### config.mk
export PLATFORM = sky130hd
export DESIGN_NAME = sprite_compositor_flat
export DESIGN_NICKNAME = d
export VERILOG_FILES = /design/src/rtl/sprite_compositor_if.sv /design/src/rtl/sprite_compositor.sv /design/src/flat_wrapper.sv
export SDC_FILE = /design/constraint.sdc
export NUM_CORES = 1
export LEC_CHECK = 0
export CAP_MARGIN = 0
export CORE_MARGIN = 8
export CORE_UTILIZATION = 40
export DETAILED_ROUTE_END_ITERATION = 6
export PLACE_DENSITY = 0.86
export SYNTH_ARGS = -nofsm -noshare
export SYNTH_HDL_FRONTEND = slang
export SYNTH_SLANG_ARGS = --single-unit
### constraint.sdc
create_clock -name clk -period 2.52 [get_ports clk]
set_clock_uncertainty 0.1 [all_clocks]
set_input_delay 0.378 -clock clk [delete_from_list [all_inputs] [get_ports clk]]
set_output_delay 0.378 -clock clk [all_outputs]
set_load 0.03 [all_outputs]
### src/rtl/sprite_compositor_if.sv
// ============================================================================
//  Module   : sprite_compositor_if
//  Purpose  : Scan position, layer geometry/colour and composite result bundle
//             between the sprite generators and sprite_compositor.
//  Revision : 1.0  initial release
// ============================================================================
`default_nettype none

interface sprite_compositor_if #(
    parameter int LAYERS  = 4,
    parameter int X_W     = 10,
    parameter int Y_W     = 9,
    parameter int COLOR_W = 12
);
    logic [1:0]                game_state;
    logic [X_W-1:0]            x;
    logic [Y_W-1:0]            y;
    logic                      frame_start;
    logic [LAYERS-1:0]         layer_en;
    logic [LAYERS*X_W-1:0]     layer_x;
    logic [LAYERS*X_W-1:0]     layer_w;
    logic [LAYERS*Y_W-1:0]     layer_y;
    logic [LAYERS*Y_W-1:0]     layer_h;
    logic [LAYERS*COLOR_W-1:0] layer_color;
    logic [COLOR_W-1:0]        bg_color;

    logic [COLOR_W-1:0]        pix_color;
    logic                      hit_any;
    logic [$clog2(LAYERS)-1:0] hit_idx;
    logic [LAYERS-1:0]         collision;
    logic                      collision_valid;

    modport master (
        output game_state, x, y, frame_start, layer_en, layer_x, layer_w,
               layer_y, layer_h, layer_color, bg_color,
        input  pix_color, hit_any, hit_idx, collision, collision_valid
    );

    modport slave (
        input  game_state, x, y, frame_start, layer_en, layer_x, layer_w,
               layer_y, layer_h, layer_color, bg_color,
        output pix_color, hit_any, hit_idx, collision, collision_valid
    );
endinterface

`default_nettype wire

### src/rtl/sprite_compositor.sv
// ============================================================================
//  Module   : sprite_compositor
//  Purpose  : Two-stage priority compositor of LAYERS sprite rectangles over a
//             background, with game-state override colours. Per-frame
//             player-vs-layer collision flags are built only when
//             COMPOSITOR_COLLISION_EN is defined.
//  Revision : 1.0  initial release
// ============================================================================
`default_nettype none

module sprite_compositor #(
    parameter int                 LAYERS     = 4,
    parameter int                 X_W        = 10,
    parameter int                 Y_W        = 9,
    parameter int                 COLOR_W    = 12,
    parameter logic [COLOR_W-1:0] TRANSP_KEY = 12'hF0F
) (
    input wire              clk,
    input wire              rst,
    sprite_compositor_if.slave bus
);

    localparam int         c_idx_w   = $clog2(LAYERS);
    localparam logic [1:0] c_GS_INIT = 2'b00;
    localparam logic [1:0] c_GS_RUN  = 2'b01;
    localparam logic [1:0] c_GS_OVER = 2'b10;

    // ------------------------------------------------------------------
    // Stage 1: box test and transparency per layer
    // ------------------------------------------------------------------
    logic [LAYERS-1:0] w_opaque;

    genvar gi;
    generate
        for (gi = 0; gi < LAYERS; gi++) begin : g_layer
            logic [X_W-1:0] w_rel_x;
            logic [Y_W-1:0] w_rel_y;

            // Unsigned modular difference gives inclusive-left, exclusive-right
            // bounds and handles boxes that wrap past the coordinate limit.
            assign w_rel_x = bus.x - bus.layer_x[gi*X_W +: X_W];
            assign w_rel_y = bus.y - bus.layer_y[gi*Y_W +: Y_W];
            assign w_opaque[gi] = bus.layer_en[gi]
                                & (w_rel_x < bus.layer_w[gi*X_W +: X_W])
                                & (w_rel_y < bus.layer_h[gi*Y_W +: Y_W])
                                & (bus.layer_color[gi*COLOR_W +: COLOR_W] != TRANSP_KEY);
        end
    endgenerate

    logic [LAYERS-1:0]         r_s1_opaque;
    logic [LAYERS*COLOR_W-1:0] r_s1_color;
    logic [COLOR_W-1:0]        r_s1_bg;
    logic [1:0]                r_s1_state;

    always_ff @(posedge clk or posedge rst) begin
        if (rst) begin
            r_s1_opaque <= '0;
            r_s1_color  <= '0;
            r_s1_bg     <= '0;
            r_s1_state  <= '0;
        end else begin
            r_s1_opaque <= w_opaque;
            r_s1_color  <= bus.layer_color;
            r_s1_bg     <= bus.bg_color;
            r_s1_state  <= bus.game_state;
        end
    end

    // ------------------------------------------------------------------
    // Stage 2: priority select and game-state override
    // ------------------------------------------------------------------
    logic               w_hit;
    logic [c_idx_w-1:0] w_idx;
    logic [COLOR_W-1:0] w_layer_col;
    logic [COLOR_W-1:0] w_bg_key;
    logic [COLOR_W-1:0] w_pix;

    always_comb begin
        w_hit       = 1'b0;
        w_idx       = '0;
        w_layer_col = '0;
        // Walk from the lowest priority upward so layer 0 overrides last.
        for (int i = LAYERS - 1; i >= 0; i--) begin
            if (r_s1_opaque[i]) begin
                w_hit       = 1'b1;
                w_idx       = c_idx_w'(i);
                w_layer_col = r_s1_color[i*COLOR_W +: COLOR_W];
            end
        end

        w_bg_key = (r_s1_bg == TRANSP_KEY) ? '0 : r_s1_bg;

        case (r_s1_state)
            c_GS_INIT: w_pix = COLOR_W'(12'hF00);
            c_GS_RUN:  w_pix = w_hit ? w_layer_col : w_bg_key;
            c_GS_OVER: w_pix = w_bg_key;
            default:   w_pix = COLOR_W'(12'h00F);
        endcase
    end

    logic [COLOR_W-1:0] r_pix;
    logic               r_hit_any;
    logic [c_idx_w-1:0] r_hit_idx;

    always_ff @(posedge clk or posedge rst) begin
        if (rst) begin
            r_pix     <= '0;
            r_hit_any <= 1'b0;
            r_hit_idx <= '0;
        end else begin
            r_pix     <= w_pix;
            r_hit_any <= w_hit;
            r_hit_idx <= w_idx;
        end
    end

    assign bus.pix_color = r_pix;
    assign bus.hit_any   = r_hit_any;
    assign bus.hit_idx   = r_hit_idx;

    // ------------------------------------------------------------------
    // Player-vs-layer collision accumulation
    // ------------------------------------------------------------------
`ifdef COMPOSITOR_COLLISION_EN
    logic [LAYERS-1:0] w_pair;
    logic [LAYERS-1:0] r_acc;
    logic [LAYERS-1:0] r_collision;
    logic              r_collision_valid;

    assign w_pair = (r_s1_opaque[0] && (r_s1_state == c_GS_RUN))
                  ? {r_s1_opaque[LAYERS-1:1], 1'b0} : '0;

    always_ff @(posedge clk or posedge rst) begin
        if (rst) begin
            r_acc             <= '0;
            r_collision       <= '0;
            r_collision_valid <= 1'b0;
        end else if (bus.frame_start) begin
            // A pair seen on the frame boundary belongs to the new frame.
            r_collision       <= r_acc;
            r_acc             <= w_pair;
            r_collision_valid <= 1'b1;
        end else begin
            r_acc             <= r_acc | w_pair;
            r_collision_valid <= 1'b0;
        end
    end

    assign bus.collision       = r_collision;
    assign bus.collision_valid = r_collision_valid;
`else
    logic w_unused_frame_start;

    assign w_unused_frame_start = bus.frame_start;
    assign bus.collision        = '0;
    assign bus.collision_valid  = 1'b0;
`endif

endmodule

`default_nettype wire

### src/flat_wrapper.sv
// flat-port wrapper written by rule: the top's interface ports become plain ports
module sprite_compositor_flat 
#(
    parameter int                 LAYERS     = 4,
    parameter int                 X_W        = 10,
    parameter int                 Y_W        = 9,
    parameter int                 COLOR_W    = 12,
    parameter logic [COLOR_W-1:0] TRANSP_KEY = 12'hF0F
)
  (clk, rst, bus_game_state, bus_x, bus_y, bus_frame_start, bus_layer_en, bus_layer_x, bus_layer_w, bus_layer_y, bus_layer_h, bus_layer_color, bus_bg_color, bus_pix_color, bus_hit_any, bus_hit_idx, bus_collision, bus_collision_valid);
  sprite_compositor_if #(.LAYERS(LAYERS), .X_W(X_W), .Y_W(Y_W), .COLOR_W(COLOR_W)) bus_i ();
  input wire clk;
  input wire rst;
  input wire logic [$bits(bus_i.game_state)-1:0] bus_game_state;
  input wire logic [$bits(bus_i.x)-1:0] bus_x;
  input wire logic [$bits(bus_i.y)-1:0] bus_y;
  input wire logic [$bits(bus_i.frame_start)-1:0] bus_frame_start;
  input wire logic [$bits(bus_i.layer_en)-1:0] bus_layer_en;
  input wire logic [$bits(bus_i.layer_x)-1:0] bus_layer_x;
  input wire logic [$bits(bus_i.layer_w)-1:0] bus_layer_w;
  input wire logic [$bits(bus_i.layer_y)-1:0] bus_layer_y;
  input wire logic [$bits(bus_i.layer_h)-1:0] bus_layer_h;
  input wire logic [$bits(bus_i.layer_color)-1:0] bus_layer_color;
  input wire logic [$bits(bus_i.bg_color)-1:0] bus_bg_color;
  output wire logic [$bits(bus_i.pix_color)-1:0] bus_pix_color;
  output wire logic [$bits(bus_i.hit_any)-1:0] bus_hit_any;
  output wire logic [$bits(bus_i.hit_idx)-1:0] bus_hit_idx;
  output wire logic [$bits(bus_i.collision)-1:0] bus_collision;
  output wire logic [$bits(bus_i.collision_valid)-1:0] bus_collision_valid;
  assign bus_i.game_state = bus_game_state;
  assign bus_i.x = bus_x;
  assign bus_i.y = bus_y;
  assign bus_i.frame_start = bus_frame_start;
  assign bus_i.layer_en = bus_layer_en;
  assign bus_i.layer_x = bus_layer_x;
  assign bus_i.layer_w = bus_layer_w;
  assign bus_i.layer_y = bus_layer_y;
  assign bus_i.layer_h = bus_layer_h;
  assign bus_i.layer_color = bus_layer_color;
  assign bus_i.bg_color = bus_bg_color;
  assign bus_pix_color = bus_i.pix_color;
  assign bus_hit_any = bus_i.hit_any;
  assign bus_hit_idx = bus_i.hit_idx;
  assign bus_collision = bus_i.collision;
  assign bus_collision_valid = bus_i.collision_valid;
  sprite_compositor #(.LAYERS(LAYERS), .X_W(X_W), .Y_W(Y_W), .COLOR_W(COLOR_W), .TRANSP_KEY(TRANSP_KEY)) u_core (.clk(clk), .rst(rst), .bus(bus_i));
endmodule
==> impl_metrics.tcl <==
set metrics [dict create \
    drt-met1-wl_um 11900 \
    whs_path_depth 1 \
    hold_viol 0 \
    grt_max_degree 36 \
    power.density_mw_per_mm2 475 \
    worst_slack_ns -0.339 \
    drv_slew 0 \
    cts-root-buf "clkbuf_16" \
    hpwlAfterDp_um 23500 \
    synth-edff-count 0 \
    routedWlPerCell_um 20.0 \
    grt_pass1_vias 9433 \
    row_count 51 \
    min_to "u_core.r_s1_bg[9]" \
    crit_fanout 3 \
    total_power_mw 6.33 \
    area_growth_pct 72.4 \
    clock_latency_ns 0.34 \
    ios 260 \
    viasPerCell 5.43 \
    grt_setup_unrepaired "true" \
    yosysWarnings 0 \
    max-vdd-ir-drop_mv 0.288 \
    status "finished, violations left" \
    slowest_delay_ns 0.41 \
    violations "negative setup slack" \
    grt_pass1_wl_um 47300 \
    timing.hold.ws_ns 0.383 \
    netlist_top_cells_count "155 x inv_1, 136 x ha_1, 81 x dfrtp_1" \
    slowest_stage "fa_2" \
    wl_met2_um 15900 \
    setup_viol 4 \
    p_leak_nw 6.29 \
    synth_most_common_cell "inv_1" \
    slew-limit-headroom 0.347 \
    finalWirelength_um 32000 \
    ant_nets 0 \
    diodes 0 \
    drc 0 \
    drt_first_iter_violations 465 \
    yosys.area.top_type_share 0.262 \
    worst_pin_slew_ns 0.977 \
    netlist_area_mm2 0.00774 \
    cp-start-kind "input pin" \
    syn_avg_cell_area_um2 8.57 \
    hold_buffers 0 \
    route.met3.wl_um 2330 \
    hp-class "in2reg" \
    clk_pin_slew_worst_paths_ns 0.06 \
    maxCapViolCount 0 \
    fillers 1311 \
    period_minus_slack_ns 2.86 \
    track_usage 0.250 \
    netlist_instances 903 \
    start_util 0.403 \
    die_y_um 155 \
    grt_overflow 0 \
    route.vias.total 8699 \
    finalCritPeriodShare 1.13 \
    multiInputGateArea_mm2 0.00616 \
    die_area_mm2 0.0241 \
    antenna_found_initial 0 \
    critPathCaptureType "flop" \
    cts_buffer_depth 2 \
    synth_flop_cell "dfrtp_1" \
    min_from "bus_bg_color[9]" \
    fin_nets 1717 \
    reg2regPathDepth 5 \
    ys_seq_area_frac 0.262 \
    synth_seq_cells 81 \
    first_pass_iters 5 \
    highest_layer "met4" \
    die_x_um 155 \
    yosysUniqueCellTypes 58 \
    port_buffers 253 \
    routabilityCongestion 0.916 \
    synth_area_leaders "dfrtp_1 26%, ha_1 22%, inv_1 7.5%" \
    clock.fmax_ghz 0.350 \
    drive_gt1_frac 0.303 \
    core_mm2 0.0192 \
    yosysTopAreaCell "dfrtp_1" \
    critPathRequiredTime_ns 2.66 \
    cts_tree "done" \
    critPathKind "in2reg" \
    r2r-start "u_core.r_s1_opaque[3]" \
    regArea_mm2 0.00203 \
    cp.arrival_ns 3.00 \
    crit_chain "buf_8 -> inv_6 -> buf_6 -> ha_4 -> fa_2 -> inv_2 -> a21o_1 -> a41o_1 -> o41ai_2 -> xnor2_1 -> ha_2 -> buf_4 -> a31oi_1 -> o211ai_1 -> a311oi_1" \
    async_flop_share 1.00 \
    regToRegSetupSlack_ns 0.34 \
    cts.sink_count 81 \
    timing.rr.end "u_core.bus.pix_color[0]" \
    numCtsBuffers 9 \
    htree_levels 3 \
]
-- metrics by stage --
stage / instances / TNS [ns] / setup slack, ns / cell area, um2 / util
6_report: 1603 / -0.897 / -0.339 / 13300 / 0.695
5_1_grt: 1603 / -1.23 / -0.372 / 13300 / 0.695
4_1_cts: 1585 / -0.815 / -0.224 / 12900 / 0.670
3_5_place_dp: 1543 / -4.05 / -1.02 / 11700 / 0.609
3_3_place_gp: 1543 / -3.76 / -1.01 / 11700 / 0.609
2_1_floorplan: 907 / -0.361 / -0.160 / 7890 / -
-- cell families after synthesis --
family,after synthesis,synth area share
compound gates,192,0.173
xor+xnor,64,0.0724
fa+ha+maj,144,0.241
buf+inv,175,0.0876
flops,81,0.262
mux,1,0.00146
other cells,1,0.000485
simple gates,245,0.163
-- registers in the layout, summed over array words and instances (netlist names) --
| register | flops |
|---|---|
| u_core.r_s1_opaque | 4 |
| u_core.bus.pix_color | 12 |
| u_core.r_s1_bg | 12 |
| u_core.r_s1_color | 48 |
| u_core.r_s1_state | 2 |
| u_core.bus.hit_any | 1 |
| u_core.bus.hit_idx | 2 |
-- report_power, final --
part           total [mW]  switching (mW)  internal [mW]
clock                1.42           0.524          0.897
sequential           1.48          0.0598           1.42
combinational        3.43            1.67           1.76
total                6.33            2.25           4.08
-- critical path, delay by kind of cell --
kind                     cells  cell delay [ns]
AO/OA/AOI/OAI                6             0.98
adder cells (fa/ha/maj)      3             0.91
buffers and inverters        5             0.45
XOR/XNOR                     1             0.28
-- metal layers --
| layer | global-route usage | vias up |
|---|---|---|
| li1 | - | 4010 |
| met1 | 0.270 | 4102 |
| met2 | 0.443 | 450 |
| met3 | 0.0591 | 137 |
| met4 | 0.138 | 0 |
| met5 | 0 | - |
-- cells in the final DEF, fill, tap and decap left out, types with 7 or more instances in the layout --
master and count:
clkbuf_2 7, a211oi_1 7, nand4_1 14, nor2b_1 12, a221oi_1 7, nor2b_4 7, ha_2 11, clkbuf_16 9
nor3_1 19, o211ai_1 8, buf_6 8, xor2_1 7, a21oi_1 40, dlymetal6s2s_1 11, o21ai_0 10, a21oi_2 11
nand4b_1 7, dfrtp_1 81, dlygate4sd2_1 30, nand2_1 44, nand3_2 8, xnor2_1 57, a21o_1 23, buf_2 7
nor2_1 61, clkdlybuf4s50_1 190, inv_1 116, nand2b_1 14, buf_4 173, ha_4 46, fa_2 8, o21a_1 14
nand3_1 26, ha_1 79, inv_2 34, o2111ai_2 7, nor2_2 7
-- worst max-delay path by stage --
stage / from / end / slack, ns
detailed placement: bus_y[1] / u_core.r_s1_opaque[0] / -1.02
global placement: bus_y[1] / u_core.r_s1_opaque[0] / -1.01
CTS: bus_x[0] / u_core.r_s1_opaque[2] / -0.22
floorplan: bus_y[0] / u_core.r_s1_opaque[1] / -0.16
global route: bus_x[0] / u_core.r_s1_opaque[1] / -0.37
finish: bus_x[0] / u_core.r_s1_opaque[1] / -0.34
-- final cells by class --
cell class              count  area share
repair buffers            435       0.291
flip-flops and latches     81       0.152
well taps                 265      0.0248
multi-input cells         651       0.462
clock inverters             6     0.00675
clock buffers              10      0.0179
inverters                 155      0.0457
-- what timing repair did --
item,CTS,global route
resized for setup,223,107
pin swaps,118,87
setup buffers,26,18
setup endpoints to repair,4,4
Power figures use the tool's default switching activity.
